[config.mk]
export PLATFORM = sky130hd
export DESIGN_NAME = mem_stage_async
export DESIGN_NICKNAME = d
export VERILOG_FILES = /design/src/rtl/mem_pkg.sv /design/src/rtl/mem_stage_async_load_align.sv /design/src/rtl/mem_stage_async.sv
export SDC_FILE = /design/constraint.sdc
export NUM_CORES = 1
export LEC_CHECK = 0
export ABC_AREA = 1
export ABC_CLOCK_PERIOD_IN_PS = 7750
export BUFFER_PORTS_ARGS = -buffer_cell sky130_fd_sc_hd__clkbuf_2
export CAP_MARGIN = 20
export CORE_UTILIZATION = 48
export CTS_CLUSTER_DIAMETER = 150
export DETAILED_ROUTE_END_ITERATION = 6
export PLACE_DENSITY = 0.89
export SYNTH_ARGS = -nofsm -noshare
export SYNTH_HDL_FRONTEND = slang
export SYNTH_SLANG_ARGS = --single-unit
[constraint.sdc]
create_clock -name clk -period 7.75 [get_ports clk]
set_clock_uncertainty 0.15 [all_clocks]
set_input_delay 0.775 -clock clk [delete_from_list [all_inputs] [get_ports clk]]
set_output_delay 0.775 -clock clk [all_outputs]
set_load 0.1 [all_outputs]
[src/rtl/mem_pkg.sv]
// Shared constants and bus field layout for the asynchronous-response MEM stage.
package mem_pkg;

    localparam int LOAD_OP_W = 7;

    localparam int LD_B  = 0;
    localparam int LD_H  = 1;
    localparam int LD_W  = 2;
    localparam int LD_BU = 3;
    localparam int LD_HU = 4;
    localparam int LD_WU = 5;
    localparam int LD_D  = 6;

    // es_to_ms_bus, MSB first: {pc, alu_result, dest, gr_we, res_from_mem, mem_req, load_op, vaddr, ex}
    function automatic int es_bus_w(input int dw);      return 48 + 2 * dw;  endfunction
    function automatic int es_ex_lsb(input int dw);     return 0;            endfunction
    function automatic int es_vaddr_lsb(input int dw);  return 1;            endfunction
    function automatic int es_lop_lsb(input int dw);    return dw + 1;       endfunction
    function automatic int es_mreq_lsb(input int dw);   return dw + 8;       endfunction
    function automatic int es_rfm_lsb(input int dw);    return dw + 9;       endfunction
    function automatic int es_grwe_lsb(input int dw);   return dw + 10;      endfunction
    function automatic int es_dest_lsb(input int dw);   return dw + 11;      endfunction
    function automatic int es_alu_lsb(input int dw);    return dw + 16;      endfunction
    function automatic int es_pc_lsb(input int dw);     return 2 * dw + 16;  endfunction

    // ms_to_ws_bus, MSB first: {pc, ex, gr_we, dest, final_result}
    function automatic int ws_bus_w(input int dw);      return 39 + dw;      endfunction

    function automatic int off_w(input int dw);         return $clog2(dw / 8); endfunction

endpackage

[src/rtl/mem_stage_async_load_align.sv]
// Load data lane selection and sign/zero extension for a DATA_W-wide bus.
module load_align
    import mem_pkg::*;
#(
    parameter int DATA_W = 32
) (
    input  logic [DATA_W-1:0]        rdata,
    input  logic [off_w(DATA_W)-1:0] off,
    input  logic [LOAD_OP_W-1:0]     load_op,
    output logic [DATA_W-1:0]        result
);

    localparam int OFF_W = off_w(DATA_W);

    logic [OFF_W+3:0] b_amt;
    logic [OFF_W+3:0] h_amt;
    logic [OFF_W+3:0] w_amt;
    logic [7:0]       byte_v;
    logic [15:0]      half_v;
    logic [31:0]      word_v;

    // Halfword and word lanes are the byte shift with the low offset bits cleared.
    always_comb begin
        b_amt  = {1'b0, off, 3'b000};
        h_amt  = b_amt & ~(OFF_W + 4)'(8);
        w_amt  = b_amt & ~(OFF_W + 4)'(24);
        byte_v = 8'(rdata >> b_amt);
        half_v = 16'(rdata >> h_amt);
        word_v = 32'(rdata >> w_amt);
    end

    always_comb begin
        result = '0;
        if (load_op[LD_B])
            result = DATA_W'($signed(byte_v));
        else if (load_op[LD_H])
            result = DATA_W'($signed(half_v));
        else if (load_op[LD_W])
            result = DATA_W'($signed(word_v));
        else if (load_op[LD_BU])
            result = DATA_W'(byte_v);
        else if (load_op[LD_HU])
            result = DATA_W'(half_v);
        else if (load_op[LD_WU] && DATA_W == 64)
            result = DATA_W'(word_v);
        else if (load_op[LD_D] && DATA_W == 64)
            result = rdata;
    end

endmodule

[src/rtl/mem_stage_async.sv]
// MEM stage consuming a split-transaction data bus; buffers stalled responses and drops flushed ones.
// Optional MS_PERF_CNT_EN adds the ms_load_stall_cnt output.
module mem_stage_async
    import mem_pkg::*;
#(
    parameter int DATA_W    = 32,
    parameter int MAX_OUTST = 2,
    parameter int ES_BUS_WD = 48 + 2 * DATA_W,
    parameter int WS_BUS_WD = 39 + DATA_W
) (
    input  logic                 clk,
    input  logic                 resetn,
    input  logic                 es_to_ms_valid,
    input  logic [ES_BUS_WD-1:0] es_to_ms_bus,
    output logic                 ms_allowin,
    input  logic                 es_req_pending,
    input  logic                 ws_allowin,
    output logic                 ms_to_ws_valid,
    output logic [WS_BUS_WD-1:0] ms_to_ws_bus,
    output logic [DATA_W+6:0]    ms_fwd_bus,
    input  logic                 data_ok,
    input  logic [DATA_W-1:0]    rdata,
    input  logic                 ms_flush_pipe,
`ifdef MS_PERF_CNT_EN
    output logic [31:0]          ms_load_stall_cnt,
`endif
    output logic                 ms_to_es_ex
);

    localparam int OFF_W = off_w(DATA_W);
    localparam int CNT_W = $clog2(MAX_OUTST + 1);
    localparam int SUM_W = CNT_W + 2;

    logic                 ms_valid_q, ms_valid_d;
    logic [ES_BUS_WD-1:0] es_bus_q, es_bus_d;
    logic                 rbuf_vld_q, rbuf_vld_d;
    logic [DATA_W-1:0]    rbuf_q, rbuf_d;
    logic [CNT_W-1:0]     cancel_cnt_q, cancel_cnt_d;

    logic [31:0]          pc;
    logic [DATA_W-1:0]    alu_result;
    logic [4:0]           dest;
    logic                 gr_we, res_from_mem, mem_req, ex;
    logic [LOAD_OP_W-1:0] load_op;
    logic [DATA_W-1:0]    vaddr;

    assign ex           = es_bus_q[es_ex_lsb(DATA_W)];
    assign vaddr        = es_bus_q[es_vaddr_lsb(DATA_W) +: DATA_W];
    assign load_op      = es_bus_q[es_lop_lsb(DATA_W) +: LOAD_OP_W];
    assign mem_req      = es_bus_q[es_mreq_lsb(DATA_W)];
    assign res_from_mem = es_bus_q[es_rfm_lsb(DATA_W)];
    assign gr_we        = es_bus_q[es_grwe_lsb(DATA_W)];
    assign dest         = es_bus_q[es_dest_lsb(DATA_W) +: 5];
    assign alu_result   = es_bus_q[es_alu_lsb(DATA_W) +: DATA_W];
    assign pc           = es_bus_q[es_pc_lsb(DATA_W) +: 32];

    logic unused_vaddr_hi;
    assign unused_vaddr_hi = ^vaddr[DATA_W-1:OFF_W];

    logic owned_ok, resp_here, ms_ready_go, ms_leave, cnt_dec;
    logic [SUM_W-1:0] cnt_inc, cnt_sum;
    logic [DATA_W-1:0] load_src, load_res, final_result;

    // A response is only ours once every response owed to flushed instructions has drained.
    always_comb begin
        owned_ok       = data_ok && (cancel_cnt_q == '0) && ms_valid_q && mem_req && !rbuf_vld_q;
        resp_here      = owned_ok || rbuf_vld_q;
        ms_ready_go    = !mem_req || ex || resp_here;
        ms_allowin     = !ms_valid_q || (ms_ready_go && ws_allowin);
        ms_to_ws_valid = ms_valid_q && ms_ready_go && !ms_flush_pipe;
        ms_leave       = ms_valid_q && ms_ready_go && ws_allowin;
        ms_to_es_ex    = ms_valid_q && ex;
        cnt_dec        = data_ok && (cancel_cnt_q != '0);
    end

    always_comb begin
        ms_valid_d = ms_valid_q;
        es_bus_d   = es_bus_q;
        if (ms_flush_pipe)
            ms_valid_d = 1'b0;
        else if (ms_allowin)
            ms_valid_d = es_to_ms_valid;
        if (es_to_ms_valid && ms_allowin)
            es_bus_d = es_to_ms_bus;
    end

    always_comb begin
        rbuf_vld_d = rbuf_vld_q;
        rbuf_d     = rbuf_q;
        if (ms_flush_pipe || ms_leave) begin
            rbuf_vld_d = 1'b0;
        end else if (owned_ok && !ws_allowin) begin
            rbuf_vld_d = 1'b1;
            rbuf_d     = rdata;
        end
    end

    always_comb begin
        cnt_inc = '0;
        if (ms_flush_pipe)
            cnt_inc = SUM_W'(ms_valid_q && mem_req && !resp_here) + SUM_W'(es_req_pending);
        cnt_sum = SUM_W'(cancel_cnt_q) + cnt_inc - SUM_W'(cnt_dec);
        if (cnt_sum > SUM_W'(MAX_OUTST))
            cancel_cnt_d = CNT_W'(MAX_OUTST);
        else
            cancel_cnt_d = cnt_sum[CNT_W-1:0];
    end

    cancel_cnt_in_range: assert property (@(posedge clk) disable iff (!resetn)
        cnt_sum <= SUM_W'(MAX_OUTST));

    always_ff @(posedge clk or negedge resetn) begin
        if (!resetn) begin
            ms_valid_q   <= 1'b0;
            rbuf_vld_q   <= 1'b0;
            cancel_cnt_q <= '0;
        end else begin
            ms_valid_q   <= ms_valid_d;
            rbuf_vld_q   <= rbuf_vld_d;
            cancel_cnt_q <= cancel_cnt_d;
        end
    end

    always_ff @(posedge clk) begin
        es_bus_q <= es_bus_d;
        rbuf_q   <= rbuf_d;
    end

    assign load_src = rbuf_vld_q ? rbuf_q : rdata;

    load_align #(.DATA_W(DATA_W)) u_load_align (
        .rdata   (load_src),
        .off     (vaddr[OFF_W-1:0]),
        .load_op (load_op),
        .result  (load_res)
    );

    assign final_result = res_from_mem ? load_res : alu_result;
    assign ms_to_ws_bus = {pc, ex, gr_we, dest, final_result};
    assign ms_fwd_bus   = {ms_valid_q && res_from_mem && !ms_ready_go,
                           ms_valid_q && gr_we, dest, final_result};

`ifdef MS_PERF_CNT_EN
    logic [31:0] stall_cnt_q, stall_cnt_d;

    assign stall_cnt_d = stall_cnt_q + 32'(ms_valid_q && mem_req && !ms_ready_go);

    always_ff @(posedge clk or negedge resetn) begin
        if (!resetn)
            stall_cnt_q <= '0;
        else
            stall_cnt_q <= stall_cnt_d;
    end

    assign ms_load_stall_cnt = stall_cnt_q;
`endif

endmodule

==> impl_metrics.ini <==
[clock_network]
cts-root-buf = clkbuf_16
insertion_delay_ps = 410
hold_buffers = 0
clk_pin_slew_ps = 50
cts_buffer_depth = 2
post_cts_resized = 0
post_cts_buffers = 0
htree_levels = 4
cts_tree = done
clock_sinks = 116
cts_made_buffers = 17

[critical_path]
slowest_delay_ps = 820
crit_path_max_fanout = 24
crit_arrival_ps = 3170
crit_chain = inv_1, nand2_1, nand3_2, o21ai_0, inv_1, a21oi_1, clkbuf_2
critPathRequiredTime_ps = 6820
cpMostUsedCell = inv_1
cp_slowest_cell = edfxtp_1
cp-end-kind = output pin
setup.worst_path.class = flip-flop to output pin
start_kind = flip-flop

[run_status]
outcome = completed

[route]
firstDrtPassIters = 5
drcViolationCount = 0
wire_per_inst_um = 15.9
antenna_left = 0
vias = 4453
viasPerCell = 5.00
wl_mm = 14.2
first_iter_violations = 323

[synthesis]
syn_nets = 730
yosysTopAreaCellShare_pct = 57.0
synthTopCellsByCount = 149 x nand2_1, 112 x edfxtp_1, 76 x buf_4
ys_seq_elements = 116
synth_area_leaders = edfxtp_1 57%, buf_4 9.7%, nand2_1 9.5%, o21ai_0 3.1%, nor2_1 2.8%
ys_types = 31
synth_edf_count = 112
avgSynthCellArea_um2 = 10.3
ys_warn_count = 0
ys_seq_area_share_pct = 58.7
post-synth-top-count-cell = nand2_1
syn_inst = 573
syn_area_um2 = 5900
synth_ff_type = edfxtp_1
async_flop_share_pct = 3.45
yosys.area.top_type = edfxtp_1

[timing]
period_share_pct = 52.8
fmax_mhz = 244
setup_viol = 0
period_needed_ps = 4090
worst_slack_ps = 3660
worst_pin_slew_ps = 932
grt_setup_unrepaired = no
finalMaxSlewViolations = 0
hold_violations = 0
maxSlewHeadroom_pct = 37.9
fin_tns_setup_ps = 0

[place]
gp_congestion = 0.902
dpl.hpwl_mm = 10.7
place.port_buffers = 231
pre_cts_slack_ps = 4120
dp.cells = 860

[global_route]
first_global_vias = 4351
grt_use_total_pct = 22.6
grt_pass1_wl_mm = 21.6
grt_max_degree = 76
antenna_found_initial = 0
grt_overflow = 0

[cells_and_area]
nFillCells = 1001
drive_above_1_share_pct = 39.2
syn_to_final_growth_pct = 21.6
layoutNonFillerInstCount = 891
nNetsFinal = 889
n_antenna_cell = 0

[die]
die_h_um = 113
core_um2 = 12000
die_w_um = 113
io_pins = 264
start_util_pct = 49.1
fp.dieArea_um2 = 12700
rows = 40

[power_and_ir_drop]
power_mw = 2.15
ir_worst_vdd_mv = 0.182
power.leakage_nw = 3.36
power.density_nw_per_um2 = 300

[job]
cap_violations = 0

[hold_path]
hold_path_class = input pin to async pin
## report_power, final
part / leakage, nW / internal, mW / total, mW / switching [mW]
clock network: 0.266 / 0.503 / 0.782 / 0.279
logic: 1.98 / 0.0984 / 0.628 / 0.529
registers: 1.11 / 0.727 / 0.741 / 0.0146
## final timing paths
path / cells past startpoint / endpoint / slack (ps) / from
min in group clk: 1 / es_bus_q[45] / 390 / es_to_ms_bus[45]
min reg2reg: 3 / cancel_cnt_q[0] / 520 / cancel_cnt_q[0]
min: 1 / ms_valid_q / 10 / resetn
max reg2reg: 15 / cancel_cnt_q[0] / 4660 / rbuf_vld_q
max in group asynchronous: 1 / cancel_cnt_q[1] / 7310 / resetn
max: 7 / ms_fwd_bus[16] / 3660 / es_bus_q[2]
## logic make-up after synthesis
| logic type | count (synthesis) | share of synthesized area [%] |
|---|---|---|
| buf+inv | 138 | 14.9 |
| fa+ha+maj | 6 | 1.40 |
| flops | 116 | 58.7 |
| simple gates | 234 | 17.5 |
| mux | 5 | 0.849 |
| compound gates | 74 | 6.62 |
## metal layers
layer	vias to the layer above	track usage, %	wire length [um]
met2	235	37.5	6940
met1	2039	26.5	5710
met3	32	6.70	1150
met4	0	12.0	408
met5	-	0	0
li1	2147	-	-
## critical path, delay by kind of cell (launching register included)
family	cells	cell delay (ps)
buffers and inverters	3	970
flip-flops	1	820
AND/OR/NAND/NOR	2	540
AO/OA/AOI/OAI	2	400
## through the flow
stage	cell area [um2]	util, %	hold WS (ps)
2_1_floorplan	5900	-	329
3_3_place_gp	6550	54.6	436
3_5_place_dp	6580	54.8	439
5_1_grt	7170	59.7	7.54
4_1_cts	7170	59.7	5.51
6_report	7170	59.7	9.74
## placed cells by master, fill, tap and decap left out, types with 2 or more instances in the layout
| cell type | synthesis | layout |
|---|---|---|
| nand3_2 | 13 | 13 |
| mux2i_1 | 5 | 5 |
| ha_1 | 5 | 5 |
| bufinv_16 | 0 | 3 |
| inv_6 | 0 | 2 |
| and2_1 | 2 | 2 |
| clkbuf_16 | 0 | 17 |
| clkbuf_2 | 0 | 231 |
| clkinvlp_4 | 0 | 6 |
| a21oi_1 | 27 | 26 |
| nand2_1 | 149 | 149 |
| clkbuf_1 | 6 | 2 |
| nand2_4 | 3 | 3 |
| o21ai_1 | 5 | 5 |
| buf_4 | 76 | 3 |
| clkinv_1 | 2 | 3 |
| nor2_1 | 44 | 44 |
| inv_1 | 39 | 39 |
| inv_2 | 2 | 2 |
| o21ai_0 | 37 | 37 |
| a21oi_4 | 1 | 2 |
| nand3_1 | 11 | 11 |
| dfrtp_1 | 4 | 4 |
| edfxtp_1 | 112 | 112 |
| or2_2 | 8 | 8 |
| nand4_1 | 2 | 2 |
## final cells by class
type / instances / area [um2] / area share [%]
timing repair buffer: 235 / 1210 / 16.8
sequential: 116 / 3460 / 48.3
clock inverter: 12 / 156 / 2.18
tap: 147 / 184 / 2.57
inverter: 43 / 161 / 2.25
clock buffer: 19 / 433 / 6.04
multi-input combinational: 319 / 1570 / 21.8
## sequential cells by signal (all words and copies together), names as in the netlist
register and cells:
es_bus_q 80, rbuf_vld_q 1, ms_valid_q 1, cancel_cnt_q 2, rbuf_q 32
Note: power is estimated with default switching activity, not from simulation.
